## src/rtl/pipe_pkg.sv

```systemverilog
// Shared types and constants for the pipeline hazard controller.
// Holds state encoding, register-index width and the control bundle helpers.
package pipe_pkg;

  localparam int unsigned REG_W = 5;
  localparam logic [REG_W-1:0] REG_X0 = '0;

  typedef enum logic [1:0] {
    RUN        = 2'd0,
    MEM_WAIT   = 2'd1,
    DIV_WAIT   = 2'd2,
    TRAP_DRAIN = 2'd3
  } state_t;

  typedef struct packed {
    logic pc_hold;
    logic pc_load;
    logic ifid_hold;
    logic ifid_flush;
    logic idex_hold;
    logic idex_flush;
    logic exmem_hold;
    logic exmem_flush;
    logic memwb_hold;
    logic memwb_flush;
  } ctrl_t;

  // Freeze everything upstream of MEM and bubble MEM/WB while data memory stalls.
  function automatic ctrl_t mem_stall_ctrl();
    ctrl_t c;
    c             = '0;
    c.pc_hold     = 1'b1;
    c.ifid_hold   = 1'b1;
    c.idex_hold   = 1'b1;
    c.exmem_hold  = 1'b1;
    c.memwb_flush = 1'b1;
    return c;
  endfunction

  function automatic ctrl_t div_stall_ctrl();
    ctrl_t c;
    c             = '0;
    c.pc_hold     = 1'b1;
    c.ifid_hold   = 1'b1;
    c.idex_hold   = 1'b1;
    c.exmem_flush = 1'b1;
    return c;
  endfunction

  // A register never sees hold and flush together; flush wins.
  function automatic ctrl_t resolve_ctrl(ctrl_t c_in);
    ctrl_t c;
    c            = c_in;
    c.ifid_hold  = c_in.ifid_hold  & ~c_in.ifid_flush;
    c.idex_hold  = c_in.idex_hold  & ~c_in.idex_flush;
    c.exmem_hold = c_in.exmem_hold & ~c_in.exmem_flush;
    c.memwb_hold = c_in.memwb_hold & ~c_in.memwb_flush;
    return c;
  endfunction

endpackage

```

## src/rtl/pipe_hazard_ctrl_if.sv

```systemverilog
// Hazard-source inputs and pipeline-control outputs of the hazard controller.
// master = pipeline side, slave = controller side.
interface pipe_hazard_ctrl_if #(
  parameter int unsigned DataWidth = 32,
  parameter int unsigned CntWidth  = 16
);
  import pipe_pkg::*;

  logic [REG_W-1:0]     id_rs1;
  logic [REG_W-1:0]     id_rs2;
  logic                 id_use_rs1;
  logic                 id_use_rs2;
  logic [REG_W-1:0]     ex_rd;
  logic                 ex_is_load;
  logic                 ex_branch_taken;
  logic [DataWidth-1:0] ex_branch_target;
  logic                 ex_div_start;
  logic                 div_done;
  logic                 mem_req;
  logic                 mem_ready;
  logic                 trap_req;
  logic [DataWidth-1:0] trap_vector;
  logic                 stall_clr;

  logic                 pc_hold;
  logic                 pc_load;
  logic [DataWidth-1:0] pc_target;
  logic                 ifid_hold;
  logic                 ifid_flush;
  logic                 idex_hold;
  logic                 idex_flush;
  logic                 exmem_hold;
  logic                 exmem_flush;
  logic                 memwb_hold;
  logic                 memwb_flush;
  logic                 ctrl_busy;
  logic [CntWidth-1:0]  stall_cnt;

  modport master (
    output id_rs1, id_rs2, id_use_rs1, id_use_rs2, ex_rd, ex_is_load,
           ex_branch_taken, ex_branch_target, ex_div_start, div_done,
           mem_req, mem_ready, trap_req, trap_vector, stall_clr,
    input  pc_hold, pc_load, pc_target, ifid_hold, ifid_flush, idex_hold,
           idex_flush, exmem_hold, exmem_flush, memwb_hold, memwb_flush,
           ctrl_busy, stall_cnt
  );

  modport slave (
    input  id_rs1, id_rs2, id_use_rs1, id_use_rs2, ex_rd, ex_is_load,
           ex_branch_taken, ex_branch_target, ex_div_start, div_done,
           mem_req, mem_ready, trap_req, trap_vector, stall_clr,
    output pc_hold, pc_load, pc_target, ifid_hold, ifid_flush, idex_hold,
           idex_flush, exmem_hold, exmem_flush, memwb_hold, memwb_flush,
           ctrl_busy, stall_cnt
  );

endinterface

```

## src/rtl/hazard_detect.sv

```systemverilog
// Combinational load-use comparator between the ID sources and the EX load target.
module hazard_detect
  import pipe_pkg::*;
(
  input  logic [REG_W-1:0] id_rs1,
  input  logic [REG_W-1:0] id_rs2,
  input  logic             id_use_rs1,
  input  logic             id_use_rs2,
  input  logic [REG_W-1:0] ex_rd,
  input  logic             ex_is_load,
  output logic             load_use
);

  always_comb begin
    load_use = ex_is_load && (ex_rd != REG_X0) &&
               ((id_use_rs1 && (id_rs1 == ex_rd)) ||
                (id_use_rs2 && (id_rs2 == ex_rd)));
  end

endmodule

```

## src/rtl/pipe_hazard_ctrl.sv

```systemverilog
// Central hazard/sequencing controller for the 5-stage pipeline: Mealy flush/hold
// and PC redirect outputs, multi-cycle stall FSM and saturating stall counter.
module pipe_hazard_ctrl
  import pipe_pkg::*;
#(
  parameter int unsigned DataWidth = 32,
  parameter int unsigned CntWidth  = 16
) (
  input  logic                  sys_clk,
  input  logic                  sys_arst,
  pipe_hazard_ctrl_if.slave     hz
);

  state_t               state;
  state_t               state_nxt;
  ctrl_t                ctrl;
  logic [DataWidth-1:0] target;
  logic [CntWidth-1:0]  cnt;
  logic                 load_use;
  logic                 mem_stall;

  hazard_detect u_hazard_detect (
    .id_rs1     (hz.id_rs1),
    .id_rs2     (hz.id_rs2),
    .id_use_rs1 (hz.id_use_rs1),
    .id_use_rs2 (hz.id_use_rs2),
    .ex_rd      (hz.ex_rd),
    .ex_is_load (hz.ex_is_load),
    .load_use   (load_use)
  );

  always_comb begin
    ctrl      = '0;
    target    = '0;
    state_nxt = state;
    mem_stall = hz.mem_req && !hz.mem_ready;

    unique case (state)
      RUN: begin
        if (mem_stall) begin
          ctrl      = mem_stall_ctrl();
          state_nxt = MEM_WAIT;
        end else if (hz.trap_req) begin
          ctrl.pc_load     = 1'b1;
          ctrl.ifid_flush  = 1'b1;
          ctrl.idex_flush  = 1'b1;
          ctrl.exmem_flush = 1'b1;
          target           = hz.trap_vector;
          state_nxt        = TRAP_DRAIN;
        end else if (hz.ex_div_start) begin
          ctrl      = div_stall_ctrl();
          state_nxt = DIV_WAIT;
        end else if (hz.ex_branch_taken) begin
          ctrl.pc_load    = 1'b1;
          ctrl.ifid_flush = 1'b1;
          ctrl.idex_flush = 1'b1;
          target          = hz.ex_branch_target;
        end else if (load_use) begin
          ctrl.pc_hold    = 1'b1;
          ctrl.ifid_hold  = 1'b1;
          ctrl.idex_flush = 1'b1;
        end
      end
      MEM_WAIT: begin
        if (!hz.mem_ready) ctrl = mem_stall_ctrl();
        else               state_nxt = RUN;
      end
      DIV_WAIT: begin
        // A memory stall here takes over the outputs but keeps waiting on the divider.
        if (mem_stall)         ctrl = mem_stall_ctrl();
        else if (!hz.div_done) ctrl = div_stall_ctrl();
        else                   state_nxt = RUN;
      end
      TRAP_DRAIN: begin
        ctrl.ifid_flush = 1'b1;
        state_nxt       = RUN;
      end
      default: state_nxt = RUN;
    endcase

    ctrl = resolve_ctrl(ctrl);

    if (sys_arst) begin
      ctrl             = '0;
      ctrl.ifid_flush  = 1'b1;
      ctrl.idex_flush  = 1'b1;
      ctrl.exmem_flush = 1'b1;
      ctrl.memwb_flush = 1'b1;
    end

    if (!ctrl.pc_load) target = '0;
  end

  always_ff @(posedge sys_clk or posedge sys_arst) begin
    if (sys_arst) begin
      state <= RUN;
      cnt   <= '0;
    end else begin
      state <= state_nxt;
      if (hz.stall_clr)                   cnt <= '0;
      else if (ctrl.pc_hold && cnt != '1) cnt <= cnt + 1'b1;
    end
  end

  always_comb begin
    hz.pc_hold     = ctrl.pc_hold;
    hz.pc_load     = ctrl.pc_load;
    hz.pc_target   = target;
    hz.ifid_hold   = ctrl.ifid_hold;
    hz.ifid_flush  = ctrl.ifid_flush;
    hz.idex_hold   = ctrl.idex_hold;
    hz.idex_flush  = ctrl.idex_flush;
    hz.exmem_hold  = ctrl.exmem_hold;
    hz.exmem_flush = ctrl.exmem_flush;
    hz.memwb_hold  = ctrl.memwb_hold;
    hz.memwb_flush = ctrl.memwb_flush;
    hz.ctrl_busy   = (state != RUN);
    hz.stall_cnt   = cnt;
  end

endmodule

```

## src/flat_wrapper.sv

```systemverilog
// flat-port wrapper written by rule: the top's interface ports become plain ports
module pipe_hazard_ctrl_flat import pipe_pkg::*;
#(
  parameter int unsigned DataWidth = 32,
  parameter int unsigned CntWidth  = 16
)
  (sys_clk, sys_arst, hz_id_rs1, hz_id_rs2, hz_id_use_rs1, hz_id_use_rs2, hz_ex_rd, hz_ex_is_load, hz_ex_branch_taken, hz_ex_branch_target, hz_ex_div_start, hz_div_done, hz_mem_req, hz_mem_ready, hz_trap_req, hz_trap_vector, hz_stall_clr, hz_pc_hold, hz_pc_load, hz_pc_target, hz_ifid_hold, hz_ifid_flush, hz_idex_hold, hz_idex_flush, hz_exmem_hold, hz_exmem_flush, hz_memwb_hold, hz_memwb_flush, hz_ctrl_busy, hz_stall_cnt);
  pipe_hazard_ctrl_if #(.DataWidth(DataWidth), .CntWidth(CntWidth)) hz_i ();
  input  logic sys_clk;
  input  logic sys_arst;
  input wire logic [$bits(hz_i.id_rs1)-1:0] hz_id_rs1;
  input wire logic [$bits(hz_i.id_rs2)-1:0] hz_id_rs2;
  input wire logic [$bits(hz_i.id_use_rs1)-1:0] hz_id_use_rs1;
  input wire logic [$bits(hz_i.id_use_rs2)-1:0] hz_id_use_rs2;
  input wire logic [$bits(hz_i.ex_rd)-1:0] hz_ex_rd;
  input wire logic [$bits(hz_i.ex_is_load)-1:0] hz_ex_is_load;
  input wire logic [$bits(hz_i.ex_branch_taken)-1:0] hz_ex_branch_taken;
  input wire logic [$bits(hz_i.ex_branch_target)-1:0] hz_ex_branch_target;
  input wire logic [$bits(hz_i.ex_div_start)-1:0] hz_ex_div_start;
  input wire logic [$bits(hz_i.div_done)-1:0] hz_div_done;
  input wire logic [$bits(hz_i.mem_req)-1:0] hz_mem_req;
  input wire logic [$bits(hz_i.mem_ready)-1:0] hz_mem_ready;
  input wire logic [$bits(hz_i.trap_req)-1:0] hz_trap_req;
  input wire logic [$bits(hz_i.trap_vector)-1:0] hz_trap_vector;
  input wire logic [$bits(hz_i.stall_clr)-1:0] hz_stall_clr;
  output wire logic [$bits(hz_i.pc_hold)-1:0] hz_pc_hold;
  output wire logic [$bits(hz_i.pc_load)-1:0] hz_pc_load;
  output wire logic [$bits(hz_i.pc_target)-1:0] hz_pc_target;
  output wire logic [$bits(hz_i.ifid_hold)-1:0] hz_ifid_hold;
  output wire logic [$bits(hz_i.ifid_flush)-1:0] hz_ifid_flush;
  output wire logic [$bits(hz_i.idex_hold)-1:0] hz_idex_hold;
  output wire logic [$bits(hz_i.idex_flush)-1:0] hz_idex_flush;
  output wire logic [$bits(hz_i.exmem_hold)-1:0] hz_exmem_hold;
  output wire logic [$bits(hz_i.exmem_flush)-1:0] hz_exmem_flush;
  output wire logic [$bits(hz_i.memwb_hold)-1:0] hz_memwb_hold;
  output wire logic [$bits(hz_i.memwb_flush)-1:0] hz_memwb_flush;
  output wire logic [$bits(hz_i.ctrl_busy)-1:0] hz_ctrl_busy;
  output wire logic [$bits(hz_i.stall_cnt)-1:0] hz_stall_cnt;
  assign hz_i.id_rs1 = hz_id_rs1;
  assign hz_i.id_rs2 = hz_id_rs2;
  assign hz_i.id_use_rs1 = hz_id_use_rs1;
  assign hz_i.id_use_rs2 = hz_id_use_rs2;
  assign hz_i.ex_rd = hz_ex_rd;
  assign hz_i.ex_is_load = hz_ex_is_load;
  assign hz_i.ex_branch_taken = hz_ex_branch_taken;
  assign hz_i.ex_branch_target = hz_ex_branch_target;
  assign hz_i.ex_div_start = hz_ex_div_start;
  assign hz_i.div_done = hz_div_done;
  assign hz_i.mem_req = hz_mem_req;
  assign hz_i.mem_ready = hz_mem_ready;
  assign hz_i.trap_req = hz_trap_req;
  assign hz_i.trap_vector = hz_trap_vector;
  assign hz_i.stall_clr = hz_stall_clr;
  assign hz_pc_hold = hz_i.pc_hold;
  assign hz_pc_load = hz_i.pc_load;
  assign hz_pc_target = hz_i.pc_target;
  assign hz_ifid_hold = hz_i.ifid_hold;
  assign hz_ifid_flush = hz_i.ifid_flush;
  assign hz_idex_hold = hz_i.idex_hold;
  assign hz_idex_flush = hz_i.idex_flush;
  assign hz_exmem_hold = hz_i.exmem_hold;
  assign hz_exmem_flush = hz_i.exmem_flush;
  assign hz_memwb_hold = hz_i.memwb_hold;
  assign hz_memwb_flush = hz_i.memwb_flush;
  assign hz_ctrl_busy = hz_i.ctrl_busy;
  assign hz_stall_cnt = hz_i.stall_cnt;
  pipe_hazard_ctrl #(.DataWidth(DataWidth), .CntWidth(CntWidth)) u_core (.sys_clk(sys_clk), .sys_arst(sys_arst), .hz(hz_i));
endmodule
```

## config.mk

```make
export PLATFORM = sky130hd
export DESIGN_NAME = pipe_hazard_ctrl_flat
export DESIGN_NICKNAME = d
export VERILOG_FILES = /design/src/rtl/pipe_pkg.sv /design/src/rtl/pipe_hazard_ctrl_if.sv /design/src/rtl/hazard_detect.sv /design/src/rtl/pipe_hazard_ctrl.sv /design/src/flat_wrapper.sv
export SDC_FILE = /design/constraint.sdc
export NUM_CORES = 1
export LEC_CHECK = 0
export CAP_MARGIN = 25
export CORE_UTILIZATION = 33
export DETAILED_ROUTE_END_ITERATION = 7
export PLACE_DENSITY = 0.84
export SLEW_MARGIN = 15
export SYNTH_ARGS = -nofsm -noshare
export SYNTH_HDL_FRONTEND = slang
export SYNTH_SLANG_ARGS = --single-unit
```

## constraint.sdc

```tcl
create_clock -name sys_clk -period 2.3 [get_ports sys_clk]
set_clock_uncertainty 0.15 [all_clocks]
set_input_delay 0.46 -clock sys_clk [delete_from_list [all_inputs] [get_ports sys_clk]]
set_output_delay 0.46 -clock sys_clk [all_outputs]
set_load 0.02 [all_outputs]
```

==> flow_metrics.env, run 1 <==
export IMPL_status="finished with violations"
export IMPL_violations="negative setup slack"
export IMPL_max_stage_delay_ns=0.39
export IMPL_dp_slack_ns=-0.8930
export IMPL_cp_common_cell="nor2_4"
export IMPL_critPathKind="flip-flop to output pin"
export IMPL_fin_ws_ns=-0.1605
export IMPL_dr_total_vias=2752
export IMPL_max_freq_ghz=0.4064
export IMPL_viasPerCell=5.537
export IMPL_holdBufCountCts=0
export IMPL_htreeDepth=1
export IMPL_cp_required_ns=1.69
export IMPL_drtIter0Drc=186
export IMPL_hold_class="input port to asynchronous set/reset pin"
export IMPL_insertion_delay_ns=0.25
export IMPL_yosys_area_top_type="dfrtp_1"
export IMPL_clock_path_buffers=2
export IMPL_p_per_area_mw_per_mm2=473.4
export IMPL_grt_start_max_net_pins=33
export IMPL_p_leak_uw=0.001724
export IMPL_die_y_um=76.73
export IMPL_synth_edff_count=0
export IMPL_crit_family="simple AND/OR/NAND/NOR gates"
export IMPL_cts_sinks=18
export IMPL_core_region_area_mm2=0.005238
export IMPL_path_max_fanout=8
export IMPL_netlist_top_cells_area="dfrtp_1, a22oi_1, nor2_1"
export IMPL_ys_async_sr_fraction_pct=100.0
export IMPL_dieArea_mm2=0.005887
export IMPL_antenna_found_initial=0
export IMPL_portBuffers=148
export IMPL_ant_nets=0
export IMPL_synth_nets=338
export IMPL_synthDistinctLibCells=43
export IMPL_layout_drive_gt1_share_pct=41.92
export IMPL_routed_wl_um=9614
export IMPL_setup_violations=42
export IMPL_slowest_stage="dfrtp_1"
export IMPL_hold_viol=0
export IMPL_post_route_period_util_pct=107.0
export IMPL_rsz0062_at_grt="yes"
export IMPL_die_w_um=76.73
export IMPL_ys_flop_type="dfrtp_1"
export IMPL_wl_per_cell_um=19.34
export IMPL_cp_arrival_ns=1.85
export IMPL_cp_end_kind="output pin"
export IMPL_io_pins=150
export IMPL_overflow=0
export IMPL_cts_tree="done"
export IMPL_cts_root_buf="clkbuf_8"
export IMPL_setup_tns_ns=-4.252
export IMPL_area_growth_pct=132.4
export IMPL_synth_seq_area_share_pct=24.44
export IMPL_fin_nets=521
export IMPL_track_usage_pct=28.56
export IMPL_crit_chain="or2_4 > nor2_4 > o21ai_2 > nand2b_4 > buf_12 > buf_16 > nor2_4 > buf_6"
export IMPL_drc=0
export IMPL_drv_cap=0
export IMPL_synth_seq_cells=18
export IMPL_clkTransAtPathRegs_ns=0.07
export IMPL_place_congestion=0.8215
export IMPL_syn_area_per_cell_um2=7.492
export IMPL_irDropWorstVdd_mv=0.4544
export IMPL_syn_cell_area_mm2=0.001843
export IMPL_syn_inst=246
export IMPL_place_hpwl_um=5962
export IMPL_slew_violations=0
export IMPL_cts_buffers=3
export IMPL_grt_pass1_wl_um=13590
export IMPL_synth_warnings=0
export IMPL_path_buf_inv=3
export IMPL_initial_core_util_pct=35.19
export IMPL_layout_min_cycle_time_ns=2.460
export IMPL_drt_pass1_iterations=5
export IMPL_fillCellCount=305
export IMPL_rows=26
export IMPL_synth_top_cell_area_share_pct=24.44
export IMPL_n_antenna_cell=0
export IMPL_crit_path_start_kind="flip-flop"
export IMPL_grt_pass1_vias=2694
## Yosys cell counts, drive strengths merged (4+ instances only)
library cell	n
a21oi	10
a22oi	32
buf	7
clkbuf	14
dfrtp	18
inv	4
mux2	8
nand2	12
nand2b	4
nand3	9
nand4	5
nor2	54
nor2b	10
nor3	5
nor4	6
o21ai	4
o31ai	5
or4	4
xnor2	10
## where the power goes
group	internal [uW]	leakage, uW	switching (uW)	total, uW
clock	116	0.0000216	106	222
combinational	702	0.00145	747	1450
sequential	340	0.000248	16.4	356
total	1160	0.00172	869	2030
## stage by stage
step	hold WS (ns)	std cells	power, uW	area (um^2)	util [%]
3_3_place_gp	0.4034	483	1517	3871	73.91
4_1_cts	0.4425	494	1894	4118	78.62
3_5_place_dp	0.4247	483	1539	3871	73.91
6_report	0.2868	497	2027	4283	81.77
5_1_grt	0.2981	497	2110	4283	81.77
2_1_floorplan	0.1693	246	1031	2090	-
## timing repair
item	in CTS	in global routing
gates cloned	3	2
gates resized for setup	285	36
pin swaps	43	21
hold endpoints to repair	0	0
endpoints found under the setup margin	57	56
setup buffers	5	2
## cells in the final DEF (no fill, tap or decap), drive strengths merged, types with 2 or more instances in the layout
cell / count
a22oi: 32
nor3: 5
nand2: 12
dlymetal6s2s: 2
nand3: 9
o31a: 3
nor2b: 10
o21bai: 2
xnor2: 10
o31ai: 5
or2: 2
dfrtp: 18
a21oi: 10
clkbuf: 7
nor2: 54
o21ai: 4
and2: 2
mux2: 8
dlygate4sd2: 12
and2b: 2
nand2b: 4
inv: 3
or3: 2
nor4: 6
a31o: 2
nand4: 5
o21ba: 3
or4: 4
clkdlybuf4s50: 86
clkdlybuf4s15: 3
buf: 91
## logic make-up (layout without fill, tap and decap cells)
| logic type | Yosys count | in the layout | synth area share [%] |
|---|---|---|---|
| buf+inv | 25 | 205 | 7.399 |
| compound gates | 64 | 65 | 25.39 |
| fa+ha+maj | 1 | 1 | 0.6788 |
| flops | 18 | 18 | 24.44 |
| mux | 8 | 8 | 5.295 |
| other cells | 1 | 1 | 0.2035 |
| xor+xnor | 10 | 10 | 4.752 |
| simple gates | 119 | 119 | 31.84 |
## worst paths after layout
kind | to | slack [ns] | startpoint | cells past startpoint
worst max-delay path | hz_pc_target[21] | -0.16 | u_core.state[1] | 8
worst min-delay path | u_core.hz.stall_cnt[8] | 0.29 | sys_arst | 4
worst max register to register | u_core.hz.stall_cnt[3] | -0.14 | u_core.state[0] | 9
worst min register to register | u_core.hz.stall_cnt[1] | 0.47 | u_core.hz.stall_cnt[1] | 2
max in group asynchronous | u_core.hz.stall_cnt[1] | 1.53 | sys_arst | 4
min in group sys_clk | u_core.hz.stall_cnt[1] | 0.47 | u_core.hz.stall_cnt[1] | 2
## per-layer routing
| metal | up-vias | part of all wire (%) | track usage [%] | wire, um |
|---|---|---|---|---|
| met4 | 0 | 4.5 | 8.846 | 434 |
| met5 | - | 0 | 0 | 0 |
| li1 | 1252 | - | - | - |
| met1 | 1301 | 37 | 32.92 | 3579 |
| met2 | 161 | 52 | 52.59 | 5016 |
| met3 | 38 | 6.1 | 5.357 | 583 |
## sequential cells by signal, summed over array words and instances (netlist names)
register and count:
u_core.state 2, u_core.hz.stall_cnt 16
## area by class of cell
cell class / count / area (um^2) / share of cell area, %
Timing Repair Buffer: 198 / 2002 / 46.74
Multi-Input combinational cell: 204 / 1683 / 39.29
Sequential cell: 18 / 450.4 / 10.52
Tap cell: 70 / 87.58 / 2.045
Clock buffer: 3 / 41.29 / 0.9641
Inverter: 4 / 18.77 / 0.4382
## worst register-to-register path: stages, from the launching register on
cell	delay [ns]
dfrtp_1	0.40
buf_4	0.18
nor2_2	0.14
a21oi_1	0.09
o22a_1	0.23
a21boi_2	0.17
buf_4	0.16
buf_6	0.16
or4_4	0.49
a21oi_2	0.18
No activity file was read; power rests on OpenSTA's default activity.
==> run 2, diff against run 1 <==
- CAP_MARGIN: 25 -> not set
==> results of run 2 <==
The final DEF is identical to that of run 1; final timing and power are the same.
==> RTL change 1, RTL diff (config.mk and constraints of run 1) <==
Set the package constant `REG_X0` to 1 (it was '0).
--- a/src/rtl/pipe_pkg.sv
+++ b/src/rtl/pipe_pkg.sv
@@ -3,7 +3,7 @@
 package pipe_pkg;
 
   localparam int unsigned REG_W = 5;
-  localparam logic [REG_W-1:0] REG_X0 = '0;
+  localparam logic [REG_W-1:0] REG_X0 = 1;
 
   typedef enum logic [1:0] {
     RUN        = 2'd0,
Function: changed (a bounded check fails within 4 cycles, from zero or initial values and one cycle with sys_arst high).
==> RTL change 1 against run 1 <==
Worst setup slack worse by 0.13 ns; design area is 9.3% higher; global-route usage is 3.3 points higher; cell count is 5.6% higher; die area is 0.26% lower; wire length is 17% higher; count of clock-buffer cells in the layout is 1 higher; power is 16% higher; register-to-register slack better by 0.08 ns; the flow still finishes with violations (setup timing); sequential power hardly changed; sequential share of layout area is 0.89 points lower; synthesized area is 0.27% lower; sequential cell count stayed put.
==> RTL change 1: results (changes against run 1) <==
Status
  • Status: complete, but fails checks
  • Failing checks: setup timing

GRT
  • Global-route track usage on met3: 5.868% (+0.51 points)
  • GR Util met2: 59.46% (+6.9 points)
  • Grt met1 use: 34.74% (+1.8 points)
  • Via count of the first global-routing pass: 2904 (+7.8%)
  • Tot GR Track Use: 31.84% (+3.3 points)

Power and ir drop
  • Clk power: 0.270 mW (+22%)
  • Static leakage: 1.924 nW (+12%)
  • Worst VDD drop: 341.2 µV (-25%)

Layout
  • Layout Cells excl Fill: 525 (+5.6%)
  • Share of cells above drive strength 1: 49.45% (+7.5 points)
  • Nets: 548 (+5.2%)

Routing
  • Detailed-route via count: 3090 (+12%)
  • Number of DRC markers in iteration 0: 243 (+31%)
  • Routed len/inst: 21.34 µm (+10%)
  • DR WL met3: 811 µm (+39%)

Setup path
  • R2r endpoint: u_core.hz.stall_cnt[13]
  • Worst Setup SP: hz_ex_rd[2]
  • Top delay family on crit path: buffers and inverters
  • Worst Setup EP: hz_idex_flush

Logic synthesis
  • Synth top area cells: dfrtp_1 (25%), a22oi_1 (13%), nor2_1 (11%)
  • Mux cell area share after synthesis: 4.493% (-0.80 points)
  • Syn Nets: 339 (+0.30%)
  • Synth Area in Adders: 0.6807% (+0.0018 points)
  • Synth Area in XOR/XNOR: 4.765% (+0.013 points)

STA
  • Worst Setup Slack, final: -0.2920 ns (-0.1315 ns)
  • # setup viols final: 41 (-2.4%)
  • Setup TNS: -4.044 ns (+0.2075 ns)

Clock tree
  • Number of setup buffers added after CTS: 4 (-1)

Placed design
  • Post-Place Cells: 502 (+3.9%)
  • Routability cong.: 0.8533 (+3.9%)
  • Post-DP HPWL: 6.492 mm (+8.9%)
==> RTL change 1: cell count changes after synthesis, sizes merged, moves of 2 or more <==
cell     delta
a21oi       +4
a41o        +3
buf         -3
inv         +3
o2111ai     +3
o21ba       -3
o31a        -3
clkbuf      +2
nand2       -2
nand4       -2
nor2        -2
nor4        -2
==> RTL change 1: through the flow <==
step | hold slack (ns) | utilization [%]
floorplan | 0.1693 | -
CTS | 0.3808 | 83.30
finish | 0.3904 | 89.37
global placement | 0.4030 | 77.26
detailed placement | 0.4098 | 77.26
global route | 0.4157 | 89.37
==> RTL change 1: layout make-up <==
| cell class | count | area [µm²] |
|---|---|---|
| multi-input cells | 202 | 1789 |
| flip-flops and latches | 18 | 450.4 |
| fillers | 221 | 556.8 |
| repair buffers | 224 | 2268 |
| inverters | 7 | 30.03 |
| well taps | 70 | 87.58 |
| clock buffers | 4 | 55.05 |
==> RTL change 2, RTL diff (settings of run 1) <==
Without the edit above. Encoding of `state_t`: now one-hot (4 bits for 4 states).
--- a/src/rtl/pipe_pkg.sv
+++ b/src/rtl/pipe_pkg.sv
@@ -5,11 +5,11 @@
   localparam int unsigned REG_W = 5;
   localparam logic [REG_W-1:0] REG_X0 = '0;
 
-  typedef enum logic [1:0] {
-    RUN        = 2'd0,
-    MEM_WAIT   = 2'd1,
-    DIV_WAIT   = 2'd2,
-    TRAP_DRAIN = 2'd3
+  typedef enum logic [3:0] {
+    RUN        = 4'b0001,
+    MEM_WAIT   = 4'b0010,
+    DIV_WAIT   = 4'b0100,
+    TRAP_DRAIN = 4'b1000
   } state_t;
 
   typedef struct packed {
Behaviour: no difference found for any inputs over 10 cycles, from zero or initial values and one cycle with sys_arst high; not proved beyond that.
==> RTL change 2 against run 1 <==
Power up 21%; non-clock buffer count grew 4; synthesized area up 1.8%; sequential cell count up 2; worst setup slack got worse by 0.17 ns; the flow still finishes with violations (setup timing); register-to-register slack got worse by 0.19 ns; design area rose by 6.5%; wire length rose by 4.3%.
==> RTL change 2: results (changes against run 1) <==
Clock tree
  • Reg clk slew, reported paths: around 0.080 ns
  • Max Buffers Root-to-Sink: 2 (unchanged)
  • Number of setup buffers added after CTS: 12 (+7)
  • Post-CTS Resized: 317 (+11%)

Power and ir drop
  • Tot Pwr: 2.463 mW (+21%)
  • Clk power: 0.353 mW (+59%)
  • Comb power: 1.69 mW (+17%)
  • Net Sw Frac: 39.72% (-3.2 points)
  • Worst VDD drop: 372.8 µV (-18%)
  • Static leakage: 1.787 nW (+3.7%)

Status
  • Failing checks: setup timing
  • Status: complete, but fails checks

STA
  • # setup viols final: 56 (+33%)
  • Worst Setup Slack, final: -0.3297 ns (-0.1692 ns)
  • Hold slack: 0.4413 ns (+0.1545 ns)

Routing
  • M1 WL: 4.019 mm (+12%)
  • Number of DRC markers in iteration 0: 183 (-1.6%)
  • Detailed-route via count: 2873 (+4.4%)
  • Via density: 5.644 (+1.9%)
  • DR WL met3: 587 µm (+0.69%)
  • Drt pass-1 iters: 4 (-1)
  • Routed wire length: 10.03 mm (+4.3%)
  • WL met2: 5.199 mm (+3.6%)

GRT
  • Via count of the first global-routing pass: 2777 (+3.1%)
  • Global-route track usage on met3: 5.059% (-0.30 points)
  • Grt met1 use: 37.53% (+4.6 points)
  • Tot GR Track Use: 30.39% (+1.8 points)
  • First-pass GRT wire length: 14.36 mm (+5.7%)
  • Initial antenna violation count: 0 (unchanged)
  • Largest net degree at the start of global routing: 23 (-30%)
  • GR Util met2: 55.13% (+2.5 points)

Logic synthesis
  • Mapped Cells: 247 (+0.41%)
  • Mux cell area share after synthesis: 1.133% (-4.2 points)
  • Post-synth top area share: 25.33% (+0.89 points)
  • Seq/Total Area, Yosys: 26.73% (+2.3 points)
  • Synth Area in XOR/XNOR: 4.667% (-0.086 points)
  • Synth Area in Adders: 0.6667% (-0.012 points)
  • Synth top area cells: dfrtp_1 (25%), a22oi_1 (13%), nor2_1 (8.2%)
  • Top post-synthesis cells by count: nor2_1 (41), a22oi_1 (32), a21oi_1 (19), dfrtp_1 (19)
  • Syn Nets: 339 (+0.30%)
  • Synth Area in Compound Gates: 29.33% (+3.9 points)

Setup path
  • Top delay family on crit path: simple AND/OR/NAND/NOR gates
  • Worst Setup EP: hz_pc_target[0]
  • CP max stage delay: 0.53 ns (+0.14 ns)
  • Worst Setup SP: u_core.state[0]
  • Worst reg2reg path startpoint: u_core.state[1]
  • R2r worst-path depth: 10 (+1)
  • Critical Path Fanout Max: 15 (+7)
  • Crit path DAT: 2.02 ns (+0.17 ns)
  • CP max-delay cell: dfstp_2
  • R2r endpoint: u_core.hz.stall_cnt[12]

Layout
  • Nets: 530 (+1.7%)
  • Fill cells: 309 (+1.3%)
  • Share of cells above drive strength 1: 52.17% (+10 points)

Min path
  • Tightest Hold Check Type: reg -> reg

Placed design
  • Routability cong.: 0.8069 (-1.8%)
  • Pre-CTS setup slack: -0.9878 ns (-0.09488 ns)
  • Placed cell area: 0.003800 mm² (-1.8%)
  • Post-Place Cells: 484 (+0.21%)
  • Post-DP HPWL: 6.083 mm (+2.0%)
RTL change 2: cell types whose count changed after synthesis, moves of 4 or more:
cell / run 1 / this run
clkbuf_1: 14 / 8
mux2_2: 4 / 0
nor2_1: 54 / 41
o31ai_1: 5 / 11
buf_2: 1 / 5
buf_6: 5 / 1
or4_1: 4 / 12
and3_1: 1 / 6
nor2b_1: 10 / 5
buf_4: 1 / 5
a21oi_1: 10 / 19
inv_1: 4 / 8
RTL change 2: per-stage QoR:
stage,setup TNS (ns),utilization [%]
final,-14.29,82.80
after global placement,-40.94,69.01
after detailed placement,-42.16,69.01
after floorplan,-4.940,-
after CTS,-12.32,77.85
after global routing,-19.96,82.80
RTL change 2: final cells by class:
class	instances	area share (%)
clock buffers	3	0.9056
multi-input cells	202	39.74
clock inverters	1	0.6586
inverters	9	0.8782
flip-flops and latches	20	11.00
repair buffers	202	44.84
well taps	72	1.976
